<file path="config.mk">
export PLATFORM = sky130hd
export DESIGN_NAME = chan_pkt_framer_flat
export DESIGN_NICKNAME = d
export VERILOG_FILES = /design/src/rtl/chan_pkt_framer_if.sv /design/src/rtl/chan_pkt_framer.sv /design/src/flat_wrapper.sv
export SDC_FILE = /design/constraint.sdc
export NUM_CORES = 2
export LEC_CHECK = 0
export ABC_AREA = 1
export BUFFER_PORTS_ARGS = -buffer_cell sky130_fd_sc_hd__buf_4
export CORE_ASPECT_RATIO = 0.9
export CORE_MARGIN = 1
export CORE_UTILIZATION = 35
export CTS_CLUSTER_DIAMETER = 80
export DETAILED_ROUTE_END_ITERATION = 10
export PLACE_DENSITY = 0.48
export RECOVER_POWER = 25
export SLEW_MARGIN = 10
export SYNTH_ARGS = -nofsm -noshare
export SYNTH_HDL_FRONTEND = slang
export SYNTH_SLANG_ARGS = --single-unit
</file>
<file path="constraint.sdc">
create_clock -name clk -period 5 [get_ports clk]
set_input_delay 0.25 -clock clk [delete_from_list [all_inputs] [get_ports clk]]
set_output_delay 0.25 -clock clk [all_outputs]
set_load 0.005 [all_outputs]
</file>
<file path="src/rtl/chan_pkt_framer_if.sv">
// Bundle of the framer's control, FIFO-side and uplink-side signals.
//   start/ch/flush : packet request, sampled by the framer in IDLE
//   rdusedw        : FIFO fill level
//   fifo_out       : FIFO read data
//   rdreq          : FIFO read request from the framer
//   data_valid     : qualifies up_data
//   up_data        : framed packet word
//   over           : one-cycle completion pulse
//   status         : result code of the last request
// master : the requester/FIFO side; slave : the framer.
interface chan_pkt_framer_if #(
    parameter int unsigned DATA_W  = 64,
    parameter int unsigned CH_W    = 5,
    parameter int unsigned USEDW_W = 12
);
    logic                start;
    logic [CH_W-1:0]     ch;
    logic                flush;
    logic [USEDW_W-1:0]  rdusedw;
    logic [DATA_W-1:0]   fifo_out;
    logic                rdreq;
    logic                data_valid;
    logic [DATA_W-1:0]   up_data;
    logic                over;
    logic [1:0]          status;

    modport master (
        output start, ch, flush, rdusedw, fifo_out,
        input  rdreq, data_valid, up_data, over, status
    );

    modport slave (
        input  start, ch, flush, rdusedw, fifo_out,
        output rdreq, data_valid, up_data, over, status
    );
endinterface

</file>
<file path="src/rtl/chan_pkt_framer.sv">
// Per-channel packet framer between a channel's data FIFO and the uplink mux.
// On start it checks the FIFO fill level against the packet length, then
// either emits {header, sequence count, payload, XOR checksum} or reports a
// skip reason on status.
// Ports:
//   clk, rst_n : clock, asynchronous active-low reset
//   bus        : chan_pkt_framer_if.slave (request, FIFO and uplink signals)
module chan_pkt_framer #(
    parameter int unsigned DATA_W  = 64,
    parameter int unsigned LEN     = 128,
    parameter logic [31:0] HEAD    = 32'hadf90c00,
    parameter int unsigned NCH     = 30,
    parameter int unsigned CH_W    = 5,
    parameter int unsigned USEDW_W = 12
) (
    input  logic               clk,
    input  logic               rst_n,
    chan_pkt_framer_if.slave   bus
);

    localparam int unsigned N_W   = 16;
    localparam int unsigned IDX_W = 17;
    localparam int unsigned CNT_W = 32;

    localparam logic [1:0] ST_FULL  = 2'd0;
    localparam logic [1:0] ST_SHORT = 2'd1;
    localparam logic [1:0] ST_UNDER = 2'd2;
    localparam logic [1:0] ST_BADCH = 2'd3;

    typedef enum logic [1:0] {
        IDLE  = 2'd0,
        CHECK = 2'd1,
        SEND  = 2'd2,
        DONE  = 2'd3
    } state_t;

    state_t              state_q, state_d;
    logic [CH_W-1:0]     ch_q, ch_d;
    logic                flush_q, flush_d;
    logic [N_W-1:0]      n_q, n_d;
    logic [IDX_W-1:0]    idx_q, idx_d;
    logic [DATA_W-1:0]   csum_q, csum_d;
    logic                rdreq_q, rdreq_d;
    logic                dv_q, dv_d;
    logic [DATA_W-1:0]   up_q, up_d;
    logic                over_q, over_d;
    logic [1:0]          status_q, status_d;
    logic                cnt_inc_c;
    logic [CNT_W-1:0]    cnt_q [NCH];
    logic [IDX_W-1:0]    n_ext_c;

    assign n_ext_c = IDX_W'(n_q);

    // State register and registered datapath/outputs.
    always_ff @(posedge clk or negedge rst_n) begin
        if (!rst_n) begin
            state_q  <= IDLE;
            ch_q     <= '0;
            flush_q  <= 1'b0;
            n_q      <= '0;
            idx_q    <= '0;
            csum_q   <= '0;
            rdreq_q  <= 1'b0;
            dv_q     <= 1'b0;
            up_q     <= '0;
            over_q   <= 1'b0;
            status_q <= '0;
        end else begin
            state_q  <= state_d;
            ch_q     <= ch_d;
            flush_q  <= flush_d;
            n_q      <= n_d;
            idx_q    <= idx_d;
            csum_q   <= csum_d;
            rdreq_q  <= rdreq_d;
            dv_q     <= dv_d;
            up_q     <= up_d;
            over_q   <= over_d;
            status_q <= status_d;
        end
    end

    // Per-channel sequence counters, bumped on the header cycle.
    always_ff @(posedge clk or negedge rst_n) begin
        if (!rst_n) begin
            for (int i = 0; i < int'(NCH); i++) begin
                cnt_q[i] <= '0;
            end
        end else if (cnt_inc_c) begin
            cnt_q[ch_q] <= cnt_q[ch_q] + CNT_W'(1);
        end
    end

    // Next-state and next-output logic. idx_q counts words within SEND:
    // 0 header, 1 count, 2..n+1 payload, n+2 checksum. rdreq is issued for
    // idx 1..n so each FIFO word is on fifo_out while idx is 2..n+1.
    always_comb begin
        state_d   = state_q;
        ch_d      = ch_q;
        flush_d   = flush_q;
        n_d       = n_q;
        idx_d     = idx_q;
        csum_d    = csum_q;
        rdreq_d   = 1'b0;
        dv_d      = 1'b0;
        up_d      = '0;
        over_d    = 1'b0;
        status_d  = status_q;
        cnt_inc_c = 1'b0;

        unique case (state_q)
            IDLE: begin
                if (bus.start) begin
                    ch_d    = bus.ch;
                    flush_d = bus.flush;
                    state_d = CHECK;
                end
            end

            CHECK: begin
                idx_d  = '0;
                csum_d = '0;
                if (32'(ch_q) >= NCH) begin
                    status_d = ST_BADCH;
                    state_d  = DONE;
                end else if (32'(bus.rdusedw) >= LEN) begin
                    n_d      = N_W'(LEN);
                    status_d = ST_FULL;
                    state_d  = SEND;
                end else if (flush_q && (bus.rdusedw != '0)) begin
                    // rdusedw < LEN here, so it always fits the length field
                    n_d      = N_W'(bus.rdusedw);
                    status_d = ST_SHORT;
                    state_d  = SEND;
                end else begin
                    status_d = ST_UNDER;
                    state_d  = DONE;
                end
            end

            SEND: begin
                dv_d    = 1'b1;
                idx_d   = idx_q + IDX_W'(1);
                rdreq_d = (idx_q >= IDX_W'(1)) && (idx_q <= n_ext_c);
                if (idx_q == IDX_W'(0)) begin
                    up_d      = DATA_W'({HEAD, N_W'(ch_q), n_q});
                    cnt_inc_c = 1'b1;
                end else if (idx_q == IDX_W'(1)) begin
                    // counter already holds this packet's increment
                    up_d = DATA_W'(cnt_q[ch_q]);
                end else if (idx_q <= n_ext_c + IDX_W'(1)) begin
                    up_d   = bus.fifo_out;
                    csum_d = csum_q ^ bus.fifo_out;
                end else begin
                    up_d    = csum_q;
                    state_d = DONE;
                end
            end

            DONE: begin
                over_d  = 1'b1;
                state_d = IDLE;
            end

            default: begin
                state_d = IDLE;
            end
        endcase
    end

    assign bus.rdreq      = rdreq_q;
    assign bus.data_valid = dv_q;
    assign bus.up_data    = up_q;
    assign bus.over       = over_q;
    assign bus.status     = status_q;

endmodule
</file>
<file path="src/flat_wrapper.sv">
// flat-port wrapper written by rule: the top's interface ports become plain ports
module chan_pkt_framer_flat 
#(
    parameter int unsigned DATA_W  = 64,
    parameter int unsigned LEN     = 128,
    parameter logic [31:0] HEAD    = 32'hadf90c00,
    parameter int unsigned NCH     = 30,
    parameter int unsigned CH_W    = 5,
    parameter int unsigned USEDW_W = 12
)
  (clk, rst_n, bus_start, bus_ch, bus_flush, bus_rdusedw, bus_fifo_out, bus_rdreq, bus_data_valid, bus_up_data, bus_over, bus_status);
  chan_pkt_framer_if #(.DATA_W(DATA_W), .CH_W(CH_W), .USEDW_W(USEDW_W)) bus_i ();
  input  logic clk;
  input  logic rst_n;
  input wire logic [$bits(bus_i.start)-1:0] bus_start;
  input wire logic [$bits(bus_i.ch)-1:0] bus_ch;
  input wire logic [$bits(bus_i.flush)-1:0] bus_flush;
  input wire logic [$bits(bus_i.rdusedw)-1:0] bus_rdusedw;
  input wire logic [$bits(bus_i.fifo_out)-1:0] bus_fifo_out;
  output wire logic [$bits(bus_i.rdreq)-1:0] bus_rdreq;
  output wire logic [$bits(bus_i.data_valid)-1:0] bus_data_valid;
  output wire logic [$bits(bus_i.up_data)-1:0] bus_up_data;
  output wire logic [$bits(bus_i.over)-1:0] bus_over;
  output wire logic [$bits(bus_i.status)-1:0] bus_status;
  assign bus_i.start = bus_start;
  assign bus_i.ch = bus_ch;
  assign bus_i.flush = bus_flush;
  assign bus_i.rdusedw = bus_rdusedw;
  assign bus_i.fifo_out = bus_fifo_out;
  assign bus_rdreq = bus_i.rdreq;
  assign bus_data_valid = bus_i.data_valid;
  assign bus_up_data = bus_i.up_data;
  assign bus_over = bus_i.over;
  assign bus_status = bus_i.status;
  chan_pkt_framer #(.DATA_W(DATA_W), .LEN(LEN), .HEAD(HEAD), .NCH(NCH), .CH_W(CH_W), .USEDW_W(USEDW_W)) u_core (.clk(clk), .rst_n(rst_n), .bus(bus_i));
endmodule
</file>
==> out/qor.yml <==
run_status:
  status: "finished with violations"
  violations: "max-capacitance violations, max-slew violations"
placed_design:
  gp_congestion: 0.915
  io_buffers: 153
  postPlaceCellArea_sq_um: 59700
  place_ws_ns: 0.587
  dp.final_hpwl_mm: 134
logic_synthesis:
  synth.avg_cell_area_sq_um: 7.17
  ys.flop_type: "dfrtp_1"
  yosys_warnings: 0
  async_flop_share: 1.00
  syn_area_sq_um: 56300
  ys_ff_latch: 1130
  synth_top_area_cell: "dfrtp_1"
  muxShareOfSynthArea: 0.000200
  yosysTopAreaCellShare: 0.502
  synth-seq-area-share: 0.502
  synth_common_cells: "nand2_1 (4433), dfrtp_1 (1130), nand3_1 (590)"
  synth.area.top_cells: "dfrtp_1 (50%), nand2_1 (30%), nand3_1 (5.2%), o21ai_0 (2.5%), clkbuf_1 (1.9%)"
  synth_cell_type_count: 43
  synth_edf_count: 0
  synth_compound_area_frac: 0.0510
  synth-simple-area-share: 0.372
  syn_nets: 7969
  synth_top_family_by_area: "simple AND/OR/NAND/NOR gates"
  synthCells: 7849
  synth_fa_ha_area_frac: 0.00778
  yosysMostFrequentCell: "nand2_1"
  synth-xor-area-share: 0.00638
routing:
  drt_first_pass_iters: 6
  num_vias: 52200
  wirelength_mm: 227
  avgViaCountPerCell: 5.17
  dr.first_iter.drc_count: 5848
  drc: 0
  wl_per_cell_microns: 22.5
  ant_nets: 0
floorplan:
  die_area_sq_um: 162000
  fp-row-count: 139
  die_w_microns: 425
  ioPinCount: 154
  core-area_sq_um: 160000
  die_h_microns: 382
  start_util: 0.353
final_layout:
  fillerInstances: 16700
  drive_gt1_frac: 0.0820
  multi_input_area_sq_um: 24800
  nNetsFinal: 8011
  seqCellArea_sq_um: 28300
  area_growth_syn_to_layout_pct: 15.2
  postLayoutCellArea_sq_um: 64800
power_and_ir_drop:
  swShare: 0.363
  cellPowerDensity_nw_per_um2: 415
  p_sw_w: 0.00976
  leakage_nw: 34.9
  peakVddDrop_mv: 0.330
  p_seq_frac: 0.372
  power_frac_clock: 0.376
  total_power_w: 0.0269
  internal-power_w: 0.0171
  p_comb_frac: 0.251
worst_setup_path:
  worst-r2r-setup-slack_ns: 0.44
  startpoint_type: "register"
  r2r_cells: 16
  critPathMaxFanout: 20
  rr_endpoint: "u_core.cnt_q[478]"
  rr_startpoint: "u_core.ch_q[3]"
  worstPathArrival_ns: 5.26
  cp_data_required_time_ns: 5.71
  end_kind: "register"
  crit_type: "register to register"
job:
  maxCapViolCount: 7
clock_tree:
  h-tree-depth: 4
  cts_buffer_depth: 3
  clk_latency_ns: 0.78
  cts_tree: "done"
  clock-root-buffer: "clkbuf_16"
  clkSlewWorstSetupHoldPaths_ns: 0.06
  cts-buffers-inserted: 133
  post_cts_buffers: 0
  clkSinkCount: 1130
timing:
  tightest_slew_ns: 2.81
  finalCriticalPeriod_ns: 4.56
  tns_ns: 0
  setup_viol: 0
  slew_headroom: -0.876
  drv_slew: 371
  hold_viol: 0
  clock_skew_ns: 0.0197
  clock.fmax_mhz: 219
  fin_crit_sh: 0.911
  fin_ws_ns: 0.444
  rsz0062_at_grt: "false"
grt:
  overflow: 0
  grt_util_all_layers: 0.279
  antenna_found_initial: 6
  grt_first_pass_wirelength_mm: 339
  first_global_vias: 50000
  grt_max_degree: 136
hold_path:
  min_to: "u_core.bus.status[0]"
  worstHoldPathType: "input port to register"
  whs_path_depth: 7
  hp-start: "bus_rdusedw[10]"
==> flip-flops by register name (all words and copies together), names as in the netlist <==
name and count:
u_core.csum_q 64, u_core.state_q 2, u_core.ch_q 5, u_core.bus.data_valid 1
u_core.bus.status 2, u_core.bus.up_data 64, u_core.bus.over 1, u_core.cnt_q 960
u_core.n_q 12, u_core.flush_q 1, u_core.idx_q 17, u_core.bus.rdreq 1
==> power by group through the flow <==
stage               logic, W  registers [W]  clock network [W]
finish               0.00676         0.0100             0.0101
global route         0.00719         0.0101             0.0107
CTS                  0.00673         0.0100             0.0103
detailed placement   0.00665         0.0102                  0
global placement     0.00666         0.0102                  0
floorplan            0.00364         0.0100                  0
==> worst max-delay path, cell delays in order, from the launching register on <==
cell     delay (ns)
dfrtp_1        0.60
inv_2          0.15
nor3_4         0.66
buf_12         0.25
nand2_1        0.09
nand2_1        0.17
nor2_1         0.11
nand2_1        0.49
nand2_1        0.16
nor2_1         0.26
nand2_1        0.12
nor2_2         0.30
nand3_1        0.12
nand2_1        0.39
buf_4          0.38
nand2_1        0.10
nand2_1        0.08
==> how the worst max path moves through the flow <==
stage,depth (start not counted),startpoint,to,slack (ns)
floorplan,19,u_core.n_q[2],u_core.bus.up_data[39],1.52
global route,19,u_core.n_q[2],u_core.bus.up_data[47],0.24
detailed placement,20,u_core.n_q[2],u_core.csum_q[44],0.59
global placement,20,u_core.n_q[2],u_core.csum_q[44],0.60
finish,16,u_core.ch_q[3],u_core.cnt_q[478],0.44
CTS,20,u_core.n_q[2],u_core.csum_q[44],0.51
==> per-layer routing <==
metal	vias to the layer above	part of all wire	global-route usage
li1	24500	-	-
met1	25600	0.46	0.395
met2	1821	0.45	0.434
met3	369	0.067	0.0448
met4	6	0.030	0.0874
met5	-	0.00017	0
==> layout by cell type, fill, tap and decap left out, drive strengths merged, types with 24 or more instances in the layout <==
cell type / instances
xor2: 27
o21ai: 411
inv: 214
dlygate4sd3: 82
buf: 347
nand2: 4435
nor3: 24
clkbuf: 217
ha: 35
nand3: 590
clkinv: 24
dfrtp: 1130
a21oi: 73
nor2: 260
==> cells by family (layout without fill, tap and decap cells) <==
logic type | after synthesis | in the layout
other cells | 0 | 2
simple gates | 5337 | 5337
fa+ha+maj | 35 | 35
compound gates | 549 | 549
xor+xnor | 41 | 41
flops | 1130 | 1130
buf+inv | 756 | 895
mux | 1 | 1
==> area by class of cell <==
class                           count  area share
Clock buffer                      201      0.0618
Tap cell                         2115      0.0408
Multi-Input combinational cell   5963       0.383
Inverter                          218      0.0131
Clock inverter                     31     0.00652
Sequential cell                  1130       0.436
Timing Repair Buffer              445      0.0589
Antenna cell                        2   0.0000772
==> stage by stage <==
step | hold WS, ns | instances | util
floorplan | -0.0456 | 7849 | -
global placement | 0.333 | 9789 | 0.374
detailed placement | 0.328 | 9789 | 0.374
CTS | 0.0702 | 10100 | 0.407
global route | 0.174 | 10100 | 0.406
finish | 0.109 | 10100 | 0.406
==> repair_timing <==
action | 4_1_cts | 5_1_grt
hold buffers | 82 | 0
endpoints found under the hold margin | 208 | 0
gates resized for setup | 0 | 1
setup endpoints to repair | 0 | 3
Power figures use the tool's default switching activity.
